File: src/rtl/arbiter21_leaf.sv
// arbiter21_leaf: clocked 2:1 merge leaf for the tree network.
//
// Two W-bit flit streams are arbitrated round-robin onto one output stream
// through a 2-entry FIFO. Each output flit is tagged with its source
// (out_src: 0 = in0, 1 = in1) so the upstream decoder can steer replies.
//
// Optional feature macro: ARBITER21_TAIL_LOCK_EN
//   defined   : packet-level arbitration. A non-tail flit (data[W-1]=0)
//               locks the grant to its input until that input's tail flit.
//   undefined : flit-level round-robin. data[W-1] is ignored.
//
// Ports:
//   CLK, RESET            clock, asynchronous active-high reset
//   in0_data/valid/ready  input stream 0 (valid/ready handshake)
//   in1_data/valid/ready  input stream 1 (valid/ready handshake)
//   out_data/src/valid    head-of-FIFO flit, its source tag, FIFO non-empty
//   out_ready             sink takes the head flit when out_valid&out_ready
module arbiter21_leaf #(
  parameter int unsigned W     = 9,
  parameter int unsigned DEPTH = 2
) (
  input  logic         CLK,
  input  logic         RESET,
  input  logic [W-1:0] in0_data,
  input  logic         in0_valid,
  output logic         in0_ready,
  input  logic [W-1:0] in1_data,
  input  logic         in1_valid,
  output logic         in1_ready,
  output logic [W-1:0] out_data,
  output logic         out_src,
  output logic         out_valid,
  input  logic         out_ready
);

  localparam logic [1:0] Full = 2'(DEPTH);

  // FIFO storage: each entry is {src, data}
  logic [W:0] mem_q [2];
  logic [1:0] count_q, count_d;
  logic       wr_ptr_q, wr_ptr_d;
  logic       rd_ptr_q, rd_ptr_d;
  logic       prio_q, prio_d;

  logic       lock;
  logic       lock_src;

  logic       space;
  logic       grant0, grant1;
  logic       push0, push1, push, pop;
  logic       push_src;
  logic [W-1:0] push_data;
  logic [W:0] head;

  assign space = (count_q != Full);

  // Grant: locked input owns the output; otherwise prio breaks ties only
  // when both inputs are valid. Neither ready looks at its own valid.
  always_comb begin
    grant0 = 1'b0;
    grant1 = 1'b0;
    if (lock) begin
      grant0 = space & ~lock_src;
      grant1 = space &  lock_src;
    end else begin
      grant0 = space & (~prio_q | ~in1_valid);
      grant1 = space & ( prio_q | ~in0_valid);
    end
  end

  assign in0_ready = grant0 & ~RESET;
  assign in1_ready = grant1 & ~RESET;

  // Both grants can be high only when at most one input is valid, so at
  // most one push per cycle; the ~push0 term just makes that explicit.
  assign push0     = in0_valid & in0_ready;
  assign push1     = in1_valid & in1_ready & ~push0;
  assign push      = push0 | push1;
  assign push_src  = push1;
  assign push_data = push1 ? in1_data : in0_data;

  assign pop = out_valid & out_ready;

  always_comb begin
    count_d  = count_q;
    wr_ptr_d = wr_ptr_q;
    rd_ptr_d = rd_ptr_q;
    prio_d   = prio_q;
    unique case ({push, pop})
      2'b10:   count_d = count_q + 2'd1;
      2'b01:   count_d = count_q - 2'd1;
      default: count_d = count_q;
    endcase
    if (push) begin
      wr_ptr_d = ~wr_ptr_q;
      prio_d   = ~push_src;
    end
    if (pop) begin
      rd_ptr_d = ~rd_ptr_q;
    end
  end

  always_ff @(posedge CLK or posedge RESET) begin
    if (RESET) begin
      count_q  <= 2'd0;
      wr_ptr_q <= 1'b0;
      rd_ptr_q <= 1'b0;
      prio_q   <= 1'b0;
    end else begin
      count_q  <= count_d;
      wr_ptr_q <= wr_ptr_d;
      rd_ptr_q <= rd_ptr_d;
      prio_q   <= prio_d;
    end
  end

  // Entries are cleared on reset so out_data/out_src read 0 afterwards.
  always_ff @(posedge CLK or posedge RESET) begin
    if (RESET) begin
      mem_q[0] <= '0;
      mem_q[1] <= '0;
    end else if (push) begin
      mem_q[wr_ptr_q] <= {push_src, push_data};
    end
  end

`ifdef ARBITER21_TAIL_LOCK_EN
  logic lock_q, lock_d;
  logic lock_src_q, lock_src_d;

  always_comb begin
    lock_d     = lock_q;
    lock_src_d = lock_src_q;
    if (push) begin
      if (push_data[W-1]) begin
        lock_d = 1'b0;
      end else begin
        lock_d     = 1'b1;
        lock_src_d = push_src;
      end
    end
  end

  always_ff @(posedge CLK or posedge RESET) begin
    if (RESET) begin
      lock_q     <= 1'b0;
      lock_src_q <= 1'b0;
    end else begin
      lock_q     <= lock_d;
      lock_src_q <= lock_src_d;
    end
  end

  assign lock     = lock_q;
  assign lock_src = lock_src_q;
`else
  assign lock     = 1'b0;
  assign lock_src = 1'b0;
`endif

  assign head      = mem_q[rd_ptr_q];
  assign out_data  = head[W-1:0];
  assign out_src   = head[W];
  assign out_valid = (count_q != 2'd0);

endmodule
File: config.mk
export PLATFORM = sky130hd
export DESIGN_NAME = arbiter21_leaf
export DESIGN_NICKNAME = d
export VERILOG_FILES = /design/src/rtl/arbiter21_leaf.sv
export SDC_FILE = /design/constraint.sdc
export NUM_CORES = 1
export LEC_CHECK = 0
export CORE_UTILIZATION = 44
export CTS_CLUSTER_DIAMETER = 60
export CTS_CLUSTER_SIZE = 20
export DETAILED_ROUTE_END_ITERATION = 7
export GPL_ROUTABILITY_DRIVEN = 0
export PLACE_DENSITY = 0.85
export SLEW_MARGIN = 25
export SYNTH_ARGS = -nofsm -noshare
export SYNTH_HDL_FRONTEND = slang
export SYNTH_SLANG_ARGS = --single-unit
File: constraint.sdc
create_clock -name CLK -period 1.93 [get_ports CLK]
set_clock_uncertainty 0.05 [all_clocks]
set_input_delay 0.2895 -clock CLK [delete_from_list [all_inputs] [get_ports CLK]]
set_output_delay 0.2895 -clock CLK [all_outputs]
set_load 0.01 [all_outputs]
## After elaboration in Yosys (flattened, before gate mapping)

Index checks and enable logic that the tools add are counted.

| cells by class | value |
|---|---|
| add/sub/neg operators | 2 |
| magnitude comparators | 3 |
| equality and inequality tests | 3 |
| multiplexer cells | 8 |
| bitwise operators | 21 |
| reduce and logical (&&, ||, !) cells | 3 |

Operators with widths:

| operator | count |
|---|---|
| two-way mux 10 bit | 4 |
| bitwise mux 20 bit | 1 |
| demux 10 bit (select 1 bit) | 1 |
| two-way mux 9 bit | 1 |
| AND 1 bit | 8 |
| NOT 1 bit | 8 |
| greater-or-equal comparator 2 bit (second input constant) | 2 |
| NOT 1 -> 2 bit | 2 |
| one-hot mux 2 bit (2 select lines) | 1 |
| nonzero test 2 bit | 2 |
| OR 1 bit | 3 |
| adder 2 x 1 -> 2 bit (second input constant) | 1 |
| == test 2 x 1 -> 1 bit (second input constant) | 1 |
| == test 2 bit (second input constant) | 1 |
| < comparator 2 x 1 -> 1 bit (second input constant) | 1 |
| != test 2 bit (second input constant) | 1 |
| subtractor 2 x 1 -> 2 bit (second input constant) | 1 |
| logical AND 1 bit | 1 |

| storage, ports and cells | value |
|---|---|
| register bits | 25 |
| output and inout port bits | 13 |

## Longest topological paths before layout

Gate-level depths: netlist of run 1.

| depth | value |
|---|---|
| depth after elaboration | 10 |
| depth in mapped cells | 9 |

## Worst setup path before layout of run 1

OpenSTA, ideal clock, no wires.

| timing | value |
|---|---|
| kind | register to register |
| from | register count_q[1] |
| to | register count_q[1] |
| library setup time | 0.079 ns |
| data arrival time | 1.696 ns |
| required time | 1.801 ns |
| path slack | 0.105 ns |
| stages on the path, launching flop included | 9 |
| period minus slack after synthesis | 1.825 ns |
| cells stage by stage | dfrtp_1 > nor2b_2 > buf_6 > buf_2 > nor3_2 > inv_1 > ha_1 > nor2_1 > xor2_1 |

| on the way | value |
|---|---|
| word-level cells in the longest chain between the ends | 9 |

RTL lines:

| element | RTL line | source |
|---|---|---|
| start: declaration | 40 | `logic [1:0] count_q, count_d;` |
| start signal: assignment | 110 | `count_q <= count_d;` |
| != test 2 bit | 55 | `assign space = (count_q != Full);` |
| AND 1 bit | 66 | `grant0 = space & (~prio_q \| ~in1_valid);` |
| AND 1 bit | 71 | `assign in0_ready = grant0 & ~RESET;` |
| AND 1 bit | 76 | `assign push0 = in0_valid & in0_ready;` |
| NOT 1 bit | 77 | `assign push1 = in1_valid & in1_ready & ~push0;` |
| AND 1 bit | 77 |  |
| OR 1 bit | 78 | `assign push = push0 \| push1;` |
| == test 2 x 1 -> 1 bit or == test 2 bit (tied branches) | 89 | `unique case ({push, pop})` |
| one-hot mux 2 bit (2 select lines) or nonzero test 2 bit (tied branches) | -- |  |

Parallel ways exist; a longest one is shown, timed or not.
A chain may end at the register's enable or synchronous reset.

## Final worst setup path of run 1

| timing | value |
|---|---|
| from | register rd_ptr_q |
| to | output port out_data[4] |

| on the way | value |
|---|---|
| word-level cells in the longest chain between the ends | 4 |

RTL lines:

| element | RTL line | source |
|---|---|---|
| start: declaration | 42 | `logic rd_ptr_q, rd_ptr_d;` |
| start signal: assignment | 112 | `rd_ptr_q <= rd_ptr_d;` |
| NOT 1 -> 2 bit (implied by the code) | 161 | `assign head = mem_q[rd_ptr_q];` |
| two-way mux 10 bit (implied by the code) (3 in series) | 161 |  |
| end: declaration | 30 | `output logic [W-1:0] out_data,` |

No other way between the ends. The select of a mux whose other input is x is not followed.

==> metrics.md, run 1 <==
| Metric | Value |
|---|---|
| Status | `finished, final reports clean` |
| Critical Path AT | `1.53 ns` |
| Fmax | `534 MHz` |
| Post-synthesis compound-gate area fraction | `26.9%` |
| Vias in the first global route | `1411` |
| Syn Nets | `171` |
| Total grt overflow | `0` |
| # rows | `20` |
| Post-synthesis mux area share | `6.80%` |
| Min-delay worst type | `flip-flop to flip-flop` |
| Post-Route M1 WL | `1530 um` |
| CTS Buf Count | `3` |
| Clk Latency, worst-skew pair | `0.32 ns` |
| Layout cells sized above 1 | `23.2%` |
| Register area share after synthesis | `41.9%` |
| Crit-path max FO | `6` |
| Hold buffer count at cts | `0` |
| Critical path's slowest cell | `dfrtp_2` |
| PortBufs | `35` |
| Synth area leaders | `dfrtp_1, a31oi_1, o41ai_2, mux2_1, or4_4` |
| Synth Area per Inst | `10.1 um^2` |
| Fin. max-slew vios | `0` |
| Post-Layout Cell Count | `238` |
| Starting Density | `47.7%` |
| CTS Root Cell | `clkbuf_4` |
| Detailed Routing Iterations Pass 1 | `4` |
| Synthesized instance count | `147` |
| Largest net degree at the start of global routing | `24` |
| First-iteration detailed-routing DRC count | `92` |
| Share of the synthesized area in the top cell type | `41.9%` |
| Power Density | `1370 nW/um^2` |
| First-pass GRT wire length | `6110 um` |
| Post-synthesis cell type count | `34` |
| Power, Total | `2.75 mW` |
| Die area | `3630 um^2` |
| Syn. warnings | `0` |
| Met2 wire length | `1870 um` |
| RSZ-0062 raised after global routing | `false` |
| Dpl hpwl | `2860 um` |
| Vias | `1402` |
| Ys flop type | `dfrtp_1` |
| Peak supply drop | `0.000582 V` |
| Final setup violation count | `0` |
| CTS Sinks | `25` |
| Avg WL per Cell | `15.9 um` |
| Asr flop ratio synth | `100%` |
| Leak pwr | `0.814 nW` |
| Worst path required time | `1.59 ns` |
| # diodes | `0` |
| Post-Synth Simple-Gate Area | `13.6%` |
| Top layer in use | `met4` |
| Number of synthesized flops with an enable pin | `0` |
| Post-synthesis adder-cell area fraction | `0.839%` |
| Max clock buf depth | `2` |
| Min Clock Period, post-route | `1.87 ns` |
| Die height | `60.2 um` |
| Die W | `60.2 um` |
| Max-cap violations | `0` |
| Slowest Stage Delay on Critical Path | `0.38 ns` |
| Post-route ant nets | `0` |
| Dpl cells | `232` |
| Most frequent cells after synthesis | `a31oi_1, dfrtp_1, buf_2, nand2_1, mux2_1` |
| Final WL | `3780 um` |
| Startpoint Class | `flip-flop` |
| Xor/xnor share of the synthesized area | `2.94%` |
| Gr usage total | `23.1%` |
| Vias per cell | `5.89` |
| CP Cell Sequence | `buf_2 > mux2_1 > dlygate4sd2_1` |
| Cell with the most instances after synthesis | `a31oi_1` |
| Worst setup EP type | `output port` |
| Initial antenna violation count | `0` |
| Post-synthesis register bit count | `25` |
| CTS tree | `yes` |
| Type of the worst setup path | `flip-flop to output port` |
| Remaining DRCs | `0` |
| Synth Cell Area | `1490 um^2` |
| Htree depth | `1` |
| CTS clock-pin slew for the worst setup and hold paths | `0.15 ns` |
| Worst-margin pin slew | `0.444 ns` |
| Core ar. | `3130 um^2` |
| Nets | `219` |
| Routed wl met3 | `262 um` |
| Largest family of logic cells by synthesized area | `compound AO/OA/AOI/OAI gates` |
| Area grow syn2layout | `34.8%` |
| Hold Fails Final Rpt | `0` |
| # IOs | `36` |
| Final period util | `97.1%` |
| Post-synth top area cell | `dfrtp_1` |
| Slew margin rel. | `70.0%` |
-- logic make-up after synthesis --
family	Yosys count
xor gates and xnor gates	5
buffers and inverters	22
and+or+nand+nor	32
muxes	9
AOI/OAI and AO/OA	53
adders and majority gates	1
DFF	25
-- per-layer routing --
metal	vias up	track usage, %
met3	9	2.16
li1	664	-
met4	0	13.0
met5	-	0
met2	64	40.2
met1	665	27.4
-- metrics by stage --
| step | TNS (ns) | setup WS, ns | utilization (%) | instance area (um^2) | hold slack, ns |
|---|---|---|---|---|---|
| final | 0 | 0.0559 | 64.3 | 2010 | 0.476 |
| after global routing | 0 | 0.00504 | 64.3 | 2010 | 0.485 |
| after CTS | 0 | 0.0393 | 64.2 | 2010 | 0.476 |
| after detailed placement | -2.21 | -0.140 | 63.3 | 1980 | 0.456 |
| after global placement | -1.23 | -0.0909 | 63.3 | 1980 | 0.446 |
| after floorplan | 0 | 0.105 | - | 1490 | 0.382 |
-- power breakdown --
part	internal [mW]	switching (mW)
Sequential	0.791	0.157
Combinational	0.743	0.816
Clock	0.0792	0.167
-- worst max-delay path, delay by kind of cell, from the launching register on --
kind | cells | cell delay [ns]
mux | 1 | 0.34
flops | 1 | 0.38
buf+inv | 2 | 0.49
-- sequential cells by signal, indices dropped and copies added, names as in the netlist --
name,flops
count_q,2
rd_ptr_q,1
mem_q,20
prio_q,1
wr_ptr_q,1
-- final timing paths --
| check | slack, ns | start | to | cells after the start |
|---|---|---|---|---|
| worst max-delay path | 0.06 | rd_ptr_q | out_data[4] | 3 |
| worst min-delay path | 0.48 | mem_q[9] | mem_q[9] | 2 |
| worst max register to register | 0.20 | count_q[1] | mem_q[7] | 4 |
| worst min register to register | 0.48 | mem_q[9] | mem_q[9] | 2 |
| max in group asynchronous | 0.78 | RESET | mem_q[0] | 6 |
| min in group asynchronous | 0.71 | RESET | prio_q | 5 |
-- cell type report --
cell class                 count  area, um^2
inverter                       6        22.5
clock buffer                   3        22.5
multi-input combinational    100         762
fill                         263        1120
timing repair buffer          59         513
tap                           44        55.1
sequential                    25         628
clock inverter                 1        7.51
-- placed cells by master, fill, tap and decap left out, types with 2 or more instances in the layout --
cell type / netlist / final
dfrtp_2: 0 / 2
o2bb2ai_1: 2 / 2
mux2_1: 7 / 7
xor2_1: 2 / 2
or4_4: 5 / 5
clkdlybuf4s50_1: 0 / 23
mux2_2: 2 / 2
or4_1: 4 / 4
o41ai_2: 5 / 5
dlygate4sd2_1: 0 / 12
inv_1: 5 / 5
nand2_1: 10 / 10
and3_1: 2 / 2
o41ai_1: 4 / 4
xnor2_1: 3 / 3
clkbuf_4: 0 / 3
nor2_1: 3 / 3
a31oi_1: 38 / 38
buf_4: 0 / 23
dfrtp_1: 25 / 23
-- what timing repair did --
| item | 4_1_cts | 5_1_grt |
|---|---|---|
| setup buffers | 2 | 0 |
| setup endpoints to repair | 12 | 1 |
| resized for setup | 13 | 1 |
Power figures use the tool's default switching activity.
==> run 2: changes to the inputs <==
--- a/config.mk
+++ b/config.mk
@@ -5,12 +5,13 @@
 export SDC_FILE = /design/constraint.sdc
 export NUM_CORES = 1
 export LEC_CHECK = 0
-export CORE_UTILIZATION = 44
+export CORE_UTILIZATION = 53
 export CTS_CLUSTER_DIAMETER = 60
 export CTS_CLUSTER_SIZE = 20
 export DETAILED_ROUTE_END_ITERATION = 7
 export GPL_ROUTABILITY_DRIVEN = 0
-export PLACE_DENSITY = 0.85
+export PLACE_DENSITY = 0.95
+export SKIP_LAST_GASP = 1
 export SLEW_MARGIN = 25
 export SYNTH_ARGS = -nofsm -noshare
 export SYNTH_HDL_FRONTEND = slang
==> constraint.sdc (replaced) <==
create_clock -name CLK -period 2.29 [get_ports CLK]
set_clock_uncertainty 0.05 [all_clocks]
set_input_delay 0.3435 -clock CLK [delete_from_list [all_inputs] [get_ports CLK]]
set_output_delay 0.3435 -clock CLK [all_outputs]
set_load 0.01 [all_outputs]
==> metrics.md, run 2 (synthesis results as in run 1) <==
| Metric | Value |
|---|---|
| Hold Fails Final Rpt | `0` |
| Max-cap violations | `0` |
| Remaining DRCs | `0` |
| RSZ-0062 raised after global routing | `false` |
| Slew margin rel. | `71.5%` |
| Leak pwr | `0.750 nW` |
| Placed Area | `1910 um^2` |
| Final WL | `3840 um` |
| Core ar. | `2570 um^2` |
| First-pass GRT wire length | `6020 um` |
| Slowest Stage Delay on Critical Path | `0.58 ns` |
| CTS Sinks | `25` |
| Layout cells sized above 1 | `17.1%` |
| Critical path's slowest cell | `dfrtp_2` |
| Post-route ant nets | `0` |
| Final setup violation count | `0` |
| Commonest non-fill, non-tap cell in the layout | `a31oi_1` |
| Clk pwr share | `8.5%` |
| Vias per cell | `6.55` |
| # diodes | `0` |
| Dpl hpwl | `2780 um` |
| Detailed Routing Iterations Pass 1 | `4` |
| CP Cell Sequence | `mux2_1 > clkdlybuf4s50_1` |
| Worst reg2reg path depth | `4` |
| Layout Utilization | `75.5%` |
| Fmax | `463 MHz` |
| Biggest regs | `mem_q x20, count_q x2` |
| WHS Path Cells | `1` |
| Vias in the first global route | `1285` |
| Status | `finished, final reports clean` |
| Worst r2r src | `count_q[1]` |
| CTS tree | `yes` |
| Die area | `3030 um^2` |
| Setup ws final | `0.129 ns` |
| Number of flip-flops in the largest register | `20` |
| Switch Pwr | `966 uW` |
| CTS Root Cell | `clkbuf_4` |
| Vias | `1383` |
| Peak supply drop | `0.00109 V` |
| Worst slack at placement | `0.135 ns` |
| Avg WL per Cell | `18.2 um` |
| PortBufs | `35` |
| Seq pwr share | `35.4%` |
| Gr usage total | `28.7%` |
| First-iteration detailed-routing DRC count | `64` |
| Clk Latency, worst-skew pair | `0.32 ns` |
| Die W | `55.0 um` |
| WHS Endpoint | `count_q[1]` |
| Hold buffer count at cts | `0` |
| Worst-margin pin slew | `0.427 ns` |
| Pint | `1.43 mW` |
| Max clock buf depth | `2` |
| Power, Total | `2.40 mW` |
| Area grow syn2layout | `29.9%` |
| Total grt overflow | `0` |
| Largest net degree at the start of global routing | `23` |
| Sw frac | `40.2%` |
| Type of the worst setup path | `flip-flop to output port` |
| Min Clock Period, post-route | `2.16 ns` |
| Startpoint Class | `flip-flop` |
| Reg2Reg Setup Slack | `0.55 ns` |
| Initial antenna violation count | `0` |
| Min-delay worst type | `flip-flop to flip-flop` |
| Top reg by flops | `mem_q` |
| Worst R2R End | `mem_q[8]` |
| Nets | `206` |
| CTS clock-pin slew for the worst setup and hold paths | `0.13 ns` |
| Starting Density | `58.1%` |
| Crit-path max FO | `12` |
| Die height | `55.0 um` |
| Worst path required time | `1.90 ns` |
| Fin. max-slew vios | `0` |
| Critical Path AT | `1.77 ns` |
| HP Start | `count_q[1]` |
| Power Density | `1240 nW/um^2` |
| Htree depth | `1` |
| Post-route cell area | `1940 um^2` |
| # IOs | `36` |
| CP startpoint | `rd_ptr_q` |
| Worst setup EP type | `output port` |
| Most frequent cells in the layout | `a31oi_1, clkdlybuf4s50_1, dfrtp_1, nand2_1, buf_4` |
| Share of total power in combinational logic | `56.1%` |
| # rows | `18` |
| Setup TNS | `0 ns` |
| Final period util | `94.4%` |
| CTS Buf Count | `3` |
## run 2: changes by cell type in the layout (fill, tap and decap cells not counted), sizes merged
cell	delta
clkinvlp	-1
clkbuf	+1
clkdlybuf4s50	+12
buf	-13
dlygate4sd2	-12
## run 2: timing repair
item,CTS,global route
pin swaps,0,0
gates resized for setup,1,1
setup buffers,0,0
setup endpoints to repair,3,1
endpoints found under the hold margin,0,0
## run 2: worst max-delay path: cells and delay by family (launching register included)
| family | cells | cell delay (ns) |
|---|---|---|
| buffers and inverters | 1 | 0.49 |
| muxes | 1 | 0.38 |
| DFF | 1 | 0.58 |
## run 2: stage by stage
stage,hold WS (ns),cells
2_1_floorplan,0.419,147
3_3_place_gp,0.441,207
3_5_place_dp,0.454,207
4_1_cts,0.476,211
5_1_grt,0.512,211
6_report,0.480,211
## run 2: power by group through the flow
stage	combinational (mW)	clock [mW]	sequential, mW
global route	1.46	0.222	0.874
floorplan	0.867	0	0.770
finish	1.35	0.204	0.849
detailed placement	1.33	0	0.854
global placement	1.29	0	0.828
CTS	1.34	0.204	0.844
## run 2: layout make-up
class,count,area (um^2)
tap,30,37.5
timing repair buffer,46,458
fill,190,629
inverter,6,22.5
multi-input combinational,100,767
sequential,25,627
clock buffer,4,26.3
## run 2: how the worst max path moves through the flow
stage                  endpoint  slack, ns
finish              out_data[4]       0.13
global route        out_data[0]        0.1
CTS                   in0_ready       0.06
detailed placement     mem_q[8]       0.13
global placement      mem_q[12]       0.22
floorplan            count_q[1]       0.46
## run 2: routing by layer
layer | part of all wire, % | vias to the layer above | GRT usage [%]
met2 | 52 | 60 | 49.4
li1 | - | 639 | -
met5 | 0 | - | 0
met1 | 41 | 677 | 35.4
met3 | 5.7 | 7 | 3.28
met4 | 1.7 | 0 | 13.8
==> run 3: changes to the inputs <==
--- a/config.mk
+++ b/config.mk
@@ -5,12 +5,14 @@
 export SDC_FILE = /design/constraint.sdc
 export NUM_CORES = 1
 export LEC_CHECK = 0
-export CORE_UTILIZATION = 53
+export CORE_UTILIZATION = 55
 export CTS_CLUSTER_DIAMETER = 60
 export CTS_CLUSTER_SIZE = 20
 export DETAILED_ROUTE_END_ITERATION = 7
+export DONT_BUFFER_PORTS = 1
 export GPL_ROUTABILITY_DRIVEN = 0
-export PLACE_DENSITY = 0.95
+export GPL_TIMING_DRIVEN = 0
+export PLACE_DENSITY = 0.8
 export SKIP_LAST_GASP = 1
 export SLEW_MARGIN = 25
 export SYNTH_ARGS = -nofsm -noshare
==> metrics.md, run 3 (synthesis results as in run 1) <==
| Metric | Value |
|---|---|
| Most frequent cells in the layout | `a31oi_1, dfrtp_1, buf_2, nand2_1, mux2_1` |
| Starting Density | `59.1%` |
| # IOs | `36` |
| Status | `finished, final reports clean` |
| Vias in the first global route | `1229` |
| Power, Total | `2.07 mW` |
| Hold buffer count at cts | `1` |
| WHS Endpoint | `mem_q[18]` |
| CTS Buf Count | `3` |
| Nets | `178` |
| Layout cells sized above 1 | `21.6%` |
| Hold Fails Final Rpt | `0` |
| Worst setup EP type | `output port` |
| Top reg by flops | `mem_q` |
| Initial antenna violation count | `0` |
| Biggest regs | `mem_q x20, count_q x2` |
| Worst R2R End | `count_q[1]` |
| Detailed Routing Iterations Pass 1 | `4` |
| Post-CTS Setup Bufs | `0` |
| Remaining DRCs | `0` |
| CTS Root Cell | `clkbuf_4` |
| Fmax | `473 MHz` |
| Worst r2r src | `count_q[1]` |
| Type of the worst setup path | `flip-flop to output port` |
| Post-route ant nets | `0` |
| Vias per cell | `6.94` |
| # diodes | `0` |
| Die area | `2920 um^2` |
| Gr usage total | `28.4%` |
| Vias | `1270` |
| Final period util | `92.3%` |
| CTS Sinks | `25` |
| First-pass GRT wire length | `5750 um` |
| Clk Latency, worst-skew pair | `0.33 ns` |
| Leak pwr | `0.630 nW` |
| Worst-margin pin slew | `0.674 ns` |
| HP Start | `in0_data[8]` |
| First-iteration detailed-routing DRC count | `48` |
| Setup TNS | `0 ns` |
| Die W | `54.1 um` |
| RSZ-0062 raised after global routing | `false` |
| Peak supply drop | `0.000849 V` |
| Final WL | `3640 um` |
| Power Density | `1300 nW/um^2` |
| Critical Path AT | `1.72 ns` |
| Min Clock Period, post-route | `2.11 ns` |
| Max-cap violations | `0` |
| Min-delay worst type | `input port to flip-flop` |
| Resize count post-CTS | `0` |
| Dpl hpwl | `2600 um` |
| Fill cells | `209` |
| Critical path's slowest cell | `dfrtp_1` |
| Die height | `54.1 um` |
| CTS tree | `yes` |
| Worst path required time | `1.90 ns` |
| Fin. max-slew vios | `0` |
| # rows | `18` |
| Slowest Stage Delay on Critical Path | `0.43 ns` |
| Worst reg2reg path depth | `8` |
| PortBufs | `0` |
| Area grow syn2layout | `6.96%` |
| Commonest non-fill, non-tap cell in the layout | `a31oi_1` |
| CP Cell Sequence | `nor2b_2 > buf_6 > buf_2 > a211oi_1` |
| Crit-path max FO | `10` |
| Startpoint Class | `flip-flop` |
| Reg2Reg Setup Slack | `0.26 ns` |
| Largest net degree at the start of global routing | `22` |
| WHS Path Cells | `2` |
| Max clock buf depth | `2` |
| Core ar. | `2520 um^2` |
| Slew margin rel. | `55.1%` |
| Htree depth | `1` |
| Avg WL per Cell | `19.9 um` |
| Final setup violation count | `0` |
| Number of flip-flops in the largest register | `20` |
| CTS clock-pin slew for the worst setup and hold paths | `0.15 ns` |
| Total grt overflow | `0` |
run 3: changes by cell type in the layout (fill, tap and decap cells not counted), moves of 2 or more:
cell and change:
clkdlybuf4s50_1 -35, buf_4 -9, buf_12 -2, buf_2 +10, clkbuf_2 +2
run 3: power breakdown:
part | internal [mW] | switching, mW
Sequential | 0.664 | 0.137
Clock | 0.0656 | 0.140
Combinational | 0.425 | 0.641
Total | 1.15 | 0.918
run 3: cell type report:
class,instances,area [um^2],share of cell area [%]
multi-input cells,100,762,47.8
flip-flops and latches,25,626,39.2
inverters,6,22.5,1.41
well taps,30,37.5,2.35
clock buffers,3,22.5,1.41
clock inverters,1,5.00,0.314
plain buffers,16,82.6,5.18
repair buffers,2,37.5,2.35
run 3: metal layers:
layer | GRT usage, % | vias up | wire length (um)
li1 | - | 582 | -
met1 | 37.0 | 621 | 1460
met2 | 47.9 | 63 | 1770
met3 | 4.52 | 4 | 380
met4 | 8.97 | 0 | 34
met5 | 0 | - | 0
run 3: worst max path at each step:
stage	from	end	slack, ns	depth (start not counted)
2_1_floorplan	count_q[1]	count_q[1]	0.46	8
3_3_place_gp	RESET	mem_q[10]	0.16	4
3_5_place_dp	count_q[1]	count_q[1]	0.28	8
4_1_cts	count_q[1]	in0_ready	0.17	4
5_1_grt	count_q[1]	in0_ready	0.04	4
6_report	count_q[1]	in0_ready	0.18	4
run 3: stage by stage:
| step | hold slack [ns] | util, % | worst slack [ns] | cells | cell area (um^2) |
|---|---|---|---|---|---|
| final | 0.0870 | 63.2 | 0.177 | 183 | 1600 |
| after CTS | 0.0972 | 63.2 | 0.167 | 183 | 1600 |
| after detailed placement | 0.331 | 61.8 | 0.283 | 178 | 1560 |
| after global placement | 0.446 | 60.6 | 0.164 | 177 | 1530 |
| after floorplan | 0.419 | - | 0.465 | 147 | 1490 |
| after global routing | 0.101 | 63.2 | 0.0417 | 183 | 1600 |
run 3: critical path, delay by kind of cell, from the launching register on:
kind,cells,cell delay [ns]
buf+inv,2,0.34
simple gates,1,0.20
flops,1,0.43
compound gates,1,0.43
